### src/rtl/lcd_cmd_driver.sv
// Host-side initiator for the LCD controller command interface: issues one command,
// streams the image RAM on LOAD, and collects the returned window. Optional CHECKSUM_EN adds frame_sum.
module lcd_cmd_driver #(
  parameter int unsigned DW          = 8,
  parameter int unsigned NPIX        = 64,
  parameter int unsigned NOUT        = 16,
  parameter int unsigned TIMEOUT_CYC = 256
) (
  input  logic          clk,
  input  logic          reset,
  input  logic          img_we,
  input  logic [5:0]    img_addr,
  input  logic [DW-1:0] img_data,
  input  logic          req_valid,
  input  logic [2:0]    req_cmd,
  output logic          req_ready,
  output logic [2:0]    lcd_cmd,
  output logic          lcd_cmd_valid,
  output logic [DW-1:0] lcd_datain,
  input  logic          lcd_busy,
  input  logic [DW-1:0] lcd_dataout,
  input  logic          lcd_output_valid,
  output logic          res_valid,
  output logic [DW-1:0] res_data,
  output logic [3:0]    res_idx,
  output logic          frame_done,
  output logic          err_timeout
`ifdef CHECKSUM_EN
  ,
  output logic [DW+3:0] frame_sum
`endif
);

  localparam int unsigned PW = $clog2(NPIX);
  localparam int unsigned CW = $clog2(NOUT);
  localparam int unsigned TW = $clog2(TIMEOUT_CYC);

  localparam logic [2:0] S_IDLE      = 3'd0;
  localparam logic [2:0] S_ISSUE     = 3'd1;
  localparam logic [2:0] S_LOAD      = 3'd2;
  localparam logic [2:0] S_WAIT_OUT  = 3'd3;
  localparam logic [2:0] S_WAIT_BUSY = 3'd4;

  localparam logic [2:0]    CMD_LOAD = 3'd1;
  localparam logic [PW-1:0] PIX_LAST = PW'(NPIX - 1);
  localparam logic [CW-1:0] CNT_LAST = CW'(NOUT - 1);
  localparam logic [TW-1:0] TMO_LAST = TW'(TIMEOUT_CYC - 1);
  localparam logic [TW-1:0] TMO_PRE  = TW'(TIMEOUT_CYC - 2);

  logic [DW-1:0] ram_q [NPIX];

  logic [2:0]    state_q, state_d;
  logic [2:0]    cmd_q, cmd_d;
  logic          cmd_valid_q, cmd_valid_d;
  logic [DW-1:0] datain_q, datain_d;
  logic [PW-1:0] pix_q, pix_d, pix_nxt;
  logic [CW-1:0] cnt_q, cnt_d;
  logic [TW-1:0] tmo_q, tmo_d;
  logic          res_valid_q, res_valid_d;
  logic [DW-1:0] res_data_q, res_data_d;
  logic [3:0]    res_idx_q, res_idx_d;
  logic          frame_done_q, frame_done_d;
  logic          err_timeout_q, err_timeout_d;
`ifdef CHECKSUM_EN
  logic [DW+3:0] sum_q, sum_d;
`endif

  assign pix_nxt = pix_q + 1'b1;

  // Gated by reset so nothing is accepted while the block is held in reset
  assign req_ready = (state_q == S_IDLE) && !lcd_busy && !reset;

  always_ff @(posedge clk) begin
    if (img_we && state_q == S_IDLE) ram_q[img_addr] <= img_data;
  end

  always_comb begin
    state_d       = state_q;
    cmd_d         = cmd_q;
    cmd_valid_d   = 1'b0;
    datain_d      = datain_q;
    pix_d         = pix_q;
    cnt_d         = cnt_q;
    tmo_d         = tmo_q;
    res_valid_d   = 1'b0;
    res_data_d    = res_data_q;
    res_idx_d     = res_idx_q;
    frame_done_d  = 1'b0;
    err_timeout_d = 1'b0;
`ifdef CHECKSUM_EN
    sum_d         = sum_q;
`endif
    case (state_q)
      S_IDLE: begin
        if (req_valid && req_ready) begin
          cmd_d       = req_cmd;
          cmd_valid_d = 1'b1;
          state_d     = S_ISSUE;
`ifdef CHECKSUM_EN
          sum_d       = '0;
`endif
        end
      end
      S_ISSUE: begin
        cnt_d = '0;
        tmo_d = '0;
        if (cmd_q == CMD_LOAD) begin
          state_d  = S_LOAD;
          pix_d    = '0;
          datain_d = ram_q[0];
        end else begin
          state_d = S_WAIT_OUT;
        end
      end
      S_LOAD: begin
        if (pix_q == PIX_LAST) begin
          state_d = S_WAIT_OUT;
        end else begin
          pix_d    = pix_nxt;
          datain_d = ram_q[pix_nxt];
        end
      end
      S_WAIT_OUT, S_WAIT_BUSY: begin
        // err_timeout is raised one cycle early so the abort to IDLE lands right after the pulse
        if (tmo_q == TMO_LAST) begin
          state_d = S_IDLE;
          cnt_d   = '0;
          tmo_d   = '0;
        end else if (state_q == S_WAIT_OUT && lcd_output_valid) begin
          tmo_d       = '0;
          res_valid_d = 1'b1;
          res_data_d  = lcd_dataout;
          res_idx_d   = 4'(cnt_q);
`ifdef CHECKSUM_EN
          sum_d       = sum_q + (DW+4)'(lcd_dataout);
`endif
          if (cnt_q == CNT_LAST) begin
            cnt_d        = '0;
            frame_done_d = 1'b1;
            state_d      = S_WAIT_BUSY;
          end else begin
            cnt_d = cnt_q + 1'b1;
          end
        end else if (state_q == S_WAIT_BUSY && !lcd_busy) begin
          state_d = S_IDLE;
          tmo_d   = '0;
        end else begin
          tmo_d         = tmo_q + 1'b1;
          err_timeout_d = (tmo_q == TMO_PRE);
        end
      end
      default: state_d = S_IDLE;
    endcase
  end

  always_ff @(posedge clk or posedge reset) begin
    if (reset) begin
      state_q       <= S_IDLE;
      cmd_q         <= '0;
      cmd_valid_q   <= 1'b0;
      datain_q      <= '0;
      pix_q         <= '0;
      cnt_q         <= '0;
      tmo_q         <= '0;
      res_valid_q   <= 1'b0;
      res_data_q    <= '0;
      res_idx_q     <= '0;
      frame_done_q  <= 1'b0;
      err_timeout_q <= 1'b0;
`ifdef CHECKSUM_EN
      sum_q         <= '0;
`endif
    end else begin
      state_q       <= state_d;
      cmd_q         <= cmd_d;
      cmd_valid_q   <= cmd_valid_d;
      datain_q      <= datain_d;
      pix_q         <= pix_d;
      cnt_q         <= cnt_d;
      tmo_q         <= tmo_d;
      res_valid_q   <= res_valid_d;
      res_data_q    <= res_data_d;
      res_idx_q     <= res_idx_d;
      frame_done_q  <= frame_done_d;
      err_timeout_q <= err_timeout_d;
`ifdef CHECKSUM_EN
      sum_q         <= sum_d;
`endif
    end
  end

  assign lcd_cmd       = cmd_q;
  assign lcd_cmd_valid = cmd_valid_q;
  assign lcd_datain    = datain_q;
  assign res_valid     = res_valid_q;
  assign res_data      = res_data_q;
  assign res_idx       = res_idx_q;
  assign frame_done    = frame_done_q;
  assign err_timeout   = err_timeout_q;
`ifdef CHECKSUM_EN
  assign frame_sum     = sum_q;
`endif

endmodule

### config.mk
export PLATFORM = sky130hd
export DESIGN_NAME = lcd_cmd_driver
export DESIGN_NICKNAME = d
export VERILOG_FILES = /design/src/rtl/lcd_cmd_driver.sv
export SDC_FILE = /design/constraint.sdc
export NUM_CORES = 1
export LEC_CHECK = 0
export ABC_CLOCK_PERIOD_IN_PS = 2500
export CAP_MARGIN = 20
export CORE_MARGIN = 2
export CORE_UTILIZATION = 35
export CTS_CLUSTER_SIZE = 24
export DETAILED_ROUTE_END_ITERATION = 6
export HOLD_SLACK_MARGIN = 0.1
export PLACE_DENSITY = 0.6
export SKIP_LAST_GASP = 1
export SLEW_MARGIN = 10
export SYNTH_ARGS = -nofsm -noshare
export SYNTH_HDL_FRONTEND = slang
export SYNTH_SLANG_ARGS = --single-unit
### constraint.sdc
create_clock -name clk -period 2.5 [get_ports clk]
set_input_delay 0.25 -clock clk [delete_from_list [all_inputs] [get_ports clk]]
set_output_delay 0.25 -clock clk [all_outputs]
set_load 0.01 [all_outputs]
==> results.json, run 1 <==
{
  "die_h_microns": 256.5,
  "ios": 59,
  "drive_gt1_share_pct": 27.46,
  "drtPass1Iterations": 6,
  "setup_viol": 0,
  "core_sq_mm": 0.06308,
  "place_ws_ns": -0.1715,
  "ys_seq_area_share_pct": 74.28,
  "start_kind": "flip-flop",
  "track_usage_pct": 16.19,
  "synth_edf_count": 512,
  "irDropWorstVdd_mv": 0.4798,
  "drcViolationCount": 0,
  "layout_commonest_cell": "edfxtp_1",
  "p_leak_nw": 9.193,
  "synth_warnings": 0,
  "antenna_left": 0,
  "synth.distinct_cells": 56,
  "antenna_found_initial": 0,
  "core.rowCount": 92,
  "final_cell_mix": "edfxtp_1, buf_4, mux4_2, nand2_1, nor2_1",
  "die_x_microns": 256.5,
  "endpoint_kind": "flip-flop",
  "synth_top_area_share_pct": 68.90,
  "cts_buffers": 55,
  "post-route-cell-area_sq_mm": 0.02681,
  "synth_nets": 1226,
  "numPortBuffers": 58,
  "hold_path_class": "input port to flip-flop",
  "period_needed_ns": 2.481,
  "postSynthAreaPerCell_sq_um": 18.74,
  "finalCritPeriodShare_pct": 99.24,
  "slew_headroom_pct": 50.06,
  "drv_cap": 0,
  "place_congestion": 0.8856,
  "place_inst": 2180,
  "syn-cell-area_sq_mm": 0.02232,
  "clk_pin_slew_ns": 0.07,
  "hold_viol": 0,
  "tightest_slew_ns": 0.7491,
  "outcome": "complete, no violations",
  "synth-seq-cells": 560,
  "final_nets": 1438,
  "required_ns": 2.99,
  "grt_pass1_wl_microns": 78960,
  "path_max_fanout": 9,
  "rsz0062_at_grt": "true",
  "first_global_vias": 11910,
  "worstSetupPathType": "flip-flop to flip-flop",
  "grt_overflow": 0,
  "htree_levels": 2,
  "maxSlewViolCount": 0,
  "dieArea_sq_mm": 0.06579,
  "post-route-util_pct": 42.51,
  "cts.path.max_buffers": 3,
  "synth_largest_area_cell": "edfxtp_1",
  "viasPerCell": 5.186,
  "initial_utilization_pct": 35.38,
  "fin_setup_tns_ns": 0,
  "clk_latency_ns": 0.62,
  "fmax_ghz": 0.4031,
  "synthFlopType": "edfxtp_1",
  "cts.sinks": 560,
  "antenna_cells": 0,
  "dp_hpwl_microns": 33980,
  "placed_area_sq_mm": 0.02482,
  "synthCells": 1191,
  "num_vias": 11890,
  "skew_ns": 0.03806,
  "async_reset_ff_share_pct": 8.571,
  "cts_tree": "done",
  "areaGrowthSynthToFinish_pct": 20.16,
  "wl_per_cell_microns": 23.45,
  "ys_top_cells_by_area": "edfxtp_1, mux4_2, dfrtp_1",
  "route.final.wire_length_microns": 53750,
  "root_buffer": "clkbuf_16",
  "grt_max_degree": 65,
  "fin_cells": 2292,
  "worst_slack_ns": 0.01902,
  "cp.arrival_ns": 2.97,
  "power_density_mw_per_mm2": 686.9,
  "drt_iter0_drc": 1234
}
state kept, by name, summed over array words and instances (netlist names):
name / flops
res_idx: 4
state_q: 3
lcd_cmd_valid: 1
tmo_q: 8
lcd_datain: 8
lcd_cmd: 3
pix_q: 6
res_data: 8
err_timeout: 1
cnt_q: 4
ram_q: 512
res_valid: 1
frame_done: 1
metal layers:
metal  global-route usage, %  share of wire, %  wire, microns  vias up
met1                   22.40                43          23200     6196
met2                   25.59                47          25450      403
li1                        -                 -              -     5207
met5                       0                 0              0        -
met3                   3.401               6.7           3623       80
met4                   5.394               2.7           1476        0
cells in the mapped netlist (3+ instances only):
cell type / number
nand2b_1: 5
a22o_1: 20
ha_1: 4
o22ai_1: 9
o2111ai_1: 9
a311oi_1: 8
nand2_1: 98
nor3_1: 13
o31ai_1: 5
nand3b_1: 5
mux4_2: 121
o21ai_1: 9
buf_1: 3
nand4_1: 3
inv_1: 6
nor2_1: 97
dfrtp_1: 48
a21oi_1: 13
mux2_2: 17
clkbuf_1: 11
and3_1: 4
nor2b_1: 6
xnor2_1: 4
buf_2: 20
o21ai_0: 32
xor2_1: 3
edfxtp_1: 512
buf_6: 5
mux2i_1: 33
buf_4: 15
nand3_1: 24
report_power, final:
part	total [mW]	internal (mW)	switching (mW)
clock network	7.95	4.51	3.44
logic	0.255	0.0642	0.191
registers	10.2	10.2	0
through the flow:
stage	power, mW	hold slack, ns
3_5_place_dp	10.67	0.4672
6_report	18.42	0.1613
3_3_place_gp	10.66	0.4570
4_1_cts	18.58	0.1386
5_1_grt	18.95	0.1801
2_1_floorplan	10.45	0.3489
final timing paths:
check	slack, ns	cells after the start	endpoint	start
worst min register to register	0.48	2	res_data[7]	res_data[7]
worst max-delay path	0.02	9	lcd_datain[3]	pix_q[0]
max in group asynchronous	1.27	4	res_data[1]	reset
min in group asynchronous	0.67	3	lcd_datain[2]	reset
worst max register to register	0.02	9	lcd_datain[3]	pix_q[0]
worst min-delay path	0.16	1	ram_q[14][7]	img_data[7]
worst max-delay path, stage by stage (launching register included):
cell,delay (ns)
dfrtp_4,0.44
buf_6,0.22
and3_1,0.24
buf_4,0.25
xor2_4,0.23
nor2_1,0.08
buf_4,0.19
a22o_1,0.25
o21ai_1,0.33
a311oi_1,0.15
cell type report:
| cell class | count | area (sq um) |
|---|---|---|
| multi-input cells | 570 | 5513 |
| clock buffers | 71 | 1458 |
| inverters | 7 | 26.28 |
| repair buffers | 209 | 1924 |
| well taps | 846 | 1059 |
| clock inverters | 29 | 254.0 |
| flip-flops and latches | 560 | 16580 |
| fillers | 5602 | 36270 |
what timing repair did:
item                       CTS  global route
hold endpoints to repair    24             0
setup endpoints to repair    8             8
pin swaps                    0             3
hold buffers                 2             0
gates cloned                 1             2
resized for setup           12            13
setup buffers                2             6
kinds of logic after synthesis:
group                    count (synthesis)  synth area share (%)
buffers and inverters                   61                 1.559
multiplexers                           171                 14.55
XOR/XNOR                                11                0.6673
AND/OR/NAND/NOR                        269                 5.265
flip-flops                             560                 74.28
adder cells (fa/ha/maj)                  4                0.2243
AO/OA/AOI/OAI                          115                 3.454
No activity file was read; power rests on OpenSTA's default activity.
==> run 2: changes to the inputs <==
Settings changed: ABC_CLOCK_PERIOD_IN_PS 2500 to 2800.
Clock period 2.5 ns to 2.8 ns, I/O delays scaled along.
==> run 2 against run 1 <==
Non-clock buffer count shrank 37. Die area is the same. Setup slack improved by 0.14 ns. Register-to-register slack gained 0.14 ns. Global-route usage fell by 0.12 points. Fmax shrank 6.2%. Sequential power fell by 11%. Largest cell class unchanged. Largest power group unchanged.
==> results.json, run 2 (synthesis gave the netlist of run 1 again) <==
{
  "viasPerCell": 5.258,
  "dp_hpwl_microns": 34150,
  "hold_path_class": "input port to flip-flop",
  "power_density_mw_per_mm2": 630.0,
  "hold-path-endpoint": "ram_q[42][0]",
  "skew_ns": 0.01591,
  "die_h_microns": 256.5,
  "maxSlewViolCount": 0,
  "rsz0062_at_grt": "false",
  "grt_pass1_wl_microns": 78810,
  "cts_buffers": 54,
  "num_vias": 11840,
  "finalCritPeriodShare_pct": 94.50,
  "timing.rr.end": "lcd_datain[7]",
  "outcome": "complete, no violations",
  "timing.rr.start": "pix_q[0]",
  "r2r_setup_slack_ns": 0.15,
  "place_inst": 2153,
  "post-route-util_pct": 41.77,
  "ios": 59,
  "track_usage_pct": 16.06,
  "dieArea_sq_mm": 0.06579,
  "drcViolationCount": 0,
  "die_x_microns": 256.5,
  "p_leak_nw": 8.999,
  "cp.arrival_ns": 3.11,
  "cp_slowest_cell": "dfrtp_4",
  "initial_utilization_pct": 35.38,
  "first_global_vias": 11920,
  "whs_path_depth": 1,
  "numPortBuffers": 58,
  "grt_max_degree": 69,
  "clk_latency_ns": 0.60,
  "setup_viol": 0,
  "core.rowCount": 92,
  "required_ns": 3.27,
  "final_nets": 1400,
  "final_cell_mix": "edfxtp_1, mux4_2, buf_4, nand2_1, nor2_1",
  "drv_cap": 0,
  "htree_levels": 2,
  "antenna_found_initial": 1,
  "worstSetupPathType": "flip-flop to flip-flop",
  "grt_overflow": 0,
  "whs_ns": 0.1397,
  "hold_viol": 0,
  "start_kind": "flip-flop",
  "cts_tree": "done",
  "antenna_left": 0,
  "worst_slack_ns": 0.1541,
  "critPathBufInv": 1,
  "cpMostUsedCell": "mux2i_1",
  "irDropWorstVdd_mv": 0.4574,
  "crit_family": "multiplexers",
  "cts.sinks": 560,
  "hold_start": "img_data[0]",
  "antenna_cells": 0,
  "fmax_ghz": 0.3779,
  "core_sq_mm": 0.06308,
  "route.final.wire_length_microns": 52630,
  "r2r_cells": 8,
  "cts.path.max_buffers": 3,
  "fin_cells": 2252,
  "path_max_fanout": 51,
  "clk_pin_slew_ns": 0.07,
  "areaGrowthSynthToFinish_pct": 18.07,
  "drive_gt1_share_pct": 24.68,
  "slew_headroom_pct": 38.87,
  "layout_commonest_cell": "edfxtp_1",
  "drtPass1Iterations": 5,
  "period_needed_ns": 2.646,
  "largest_reg_flops": 512,
  "drt_iter0_drc": 989,
  "crit_path_cell_trace": "ha_4 -> xor2_4 -> buf_12 -> mux4_2 -> mux2i_1 -> mux2i_1 -> o2111ai_1 -> a311oi_1",
  "root_buffer": "clkbuf_16",
  "max_stage_delay_ns": 0.53,
  "fin_setup_tns_ns": 0,
  "largest-register": "ram_q",
  "tightest_slew_ns": 0.9074,
  "endpoint_kind": "flip-flop",
  "wl_per_cell_microns": 23.37,
  "place_ws_ns": 0.07989,
  "place_congestion": 0.9135
}
run 2: changes by cell type in the layout (fill, tap and decap cells not counted), sizes merged:
cell and delta:
buf -35, clkbuf -6, clkinv -5, bufinv +3, inv +2, clkinvlp +1
run 2: routing by layer:
metal | track usage [%] | wire length [microns] | vias to the layer above
met3 | 3.321 | 3810 | 72
li1 | - | - | 5140
met4 | 4.942 | 1290 | 2
met1 | 21.91 | 22040 | 6202
met5 | 0 | 17 | -
met2 | 25.97 | 25470 | 425
run 2: stage by stage:
step,cell area [sq um],power [mW]
6_report,26350,16.60
5_1_grt,26350,17.10
4_1_cts,26330,16.76
3_5_place_dp,24570,9.526
3_3_place_gp,24570,9.514
2_1_floorplan,22320,9.327
run 2: how the worst max path moves through the flow:
stage                                to  cells past startpoint  slack (ns)      from
final                     lcd_datain[7]                      8        0.15  pix_q[0]
after global routing      lcd_datain[6]                      6        0.01  pix_q[2]
after CTS                 lcd_datain[6]                      7        0.06  pix_q[0]
after detailed placement  lcd_datain[6]                      7        0.08  pix_q[0]
after global placement    lcd_datain[6]                      7        0.05  pix_q[0]
after floorplan           lcd_datain[1]                      9        0.67  pix_q[0]
run 2: cell type report:
| type | count | area (sq um) |
|---|---|---|
| clock buffers | 67 | 1421 |
| well taps | 846 | 1059 |
| flip-flops and latches | 560 | 16580 |
| multi-input cells | 570 | 5425 |
| clock inverters | 30 | 321.6 |
| fillers | 5627 | 36730 |
| inverters | 7 | 26.28 |
| repair buffers | 172 | 1514 |
run 2: report_power, final:
part / internal, mW / switching, mW / leakage (nW)
sequential: 9.12 / 0 / 5.22
combinational: 0.0548 / 0.172 / 2.94
clock: 4.23 / 3.02 / 0.841
run 2: timing repair:
action / CTS / global route
hold buffers: 2 / 0
setup endpoints to repair: 0 / 4
gates resized for setup: 0 / 4
buffers inserted: 0 / 0
hold endpoints to repair: 20 / 0
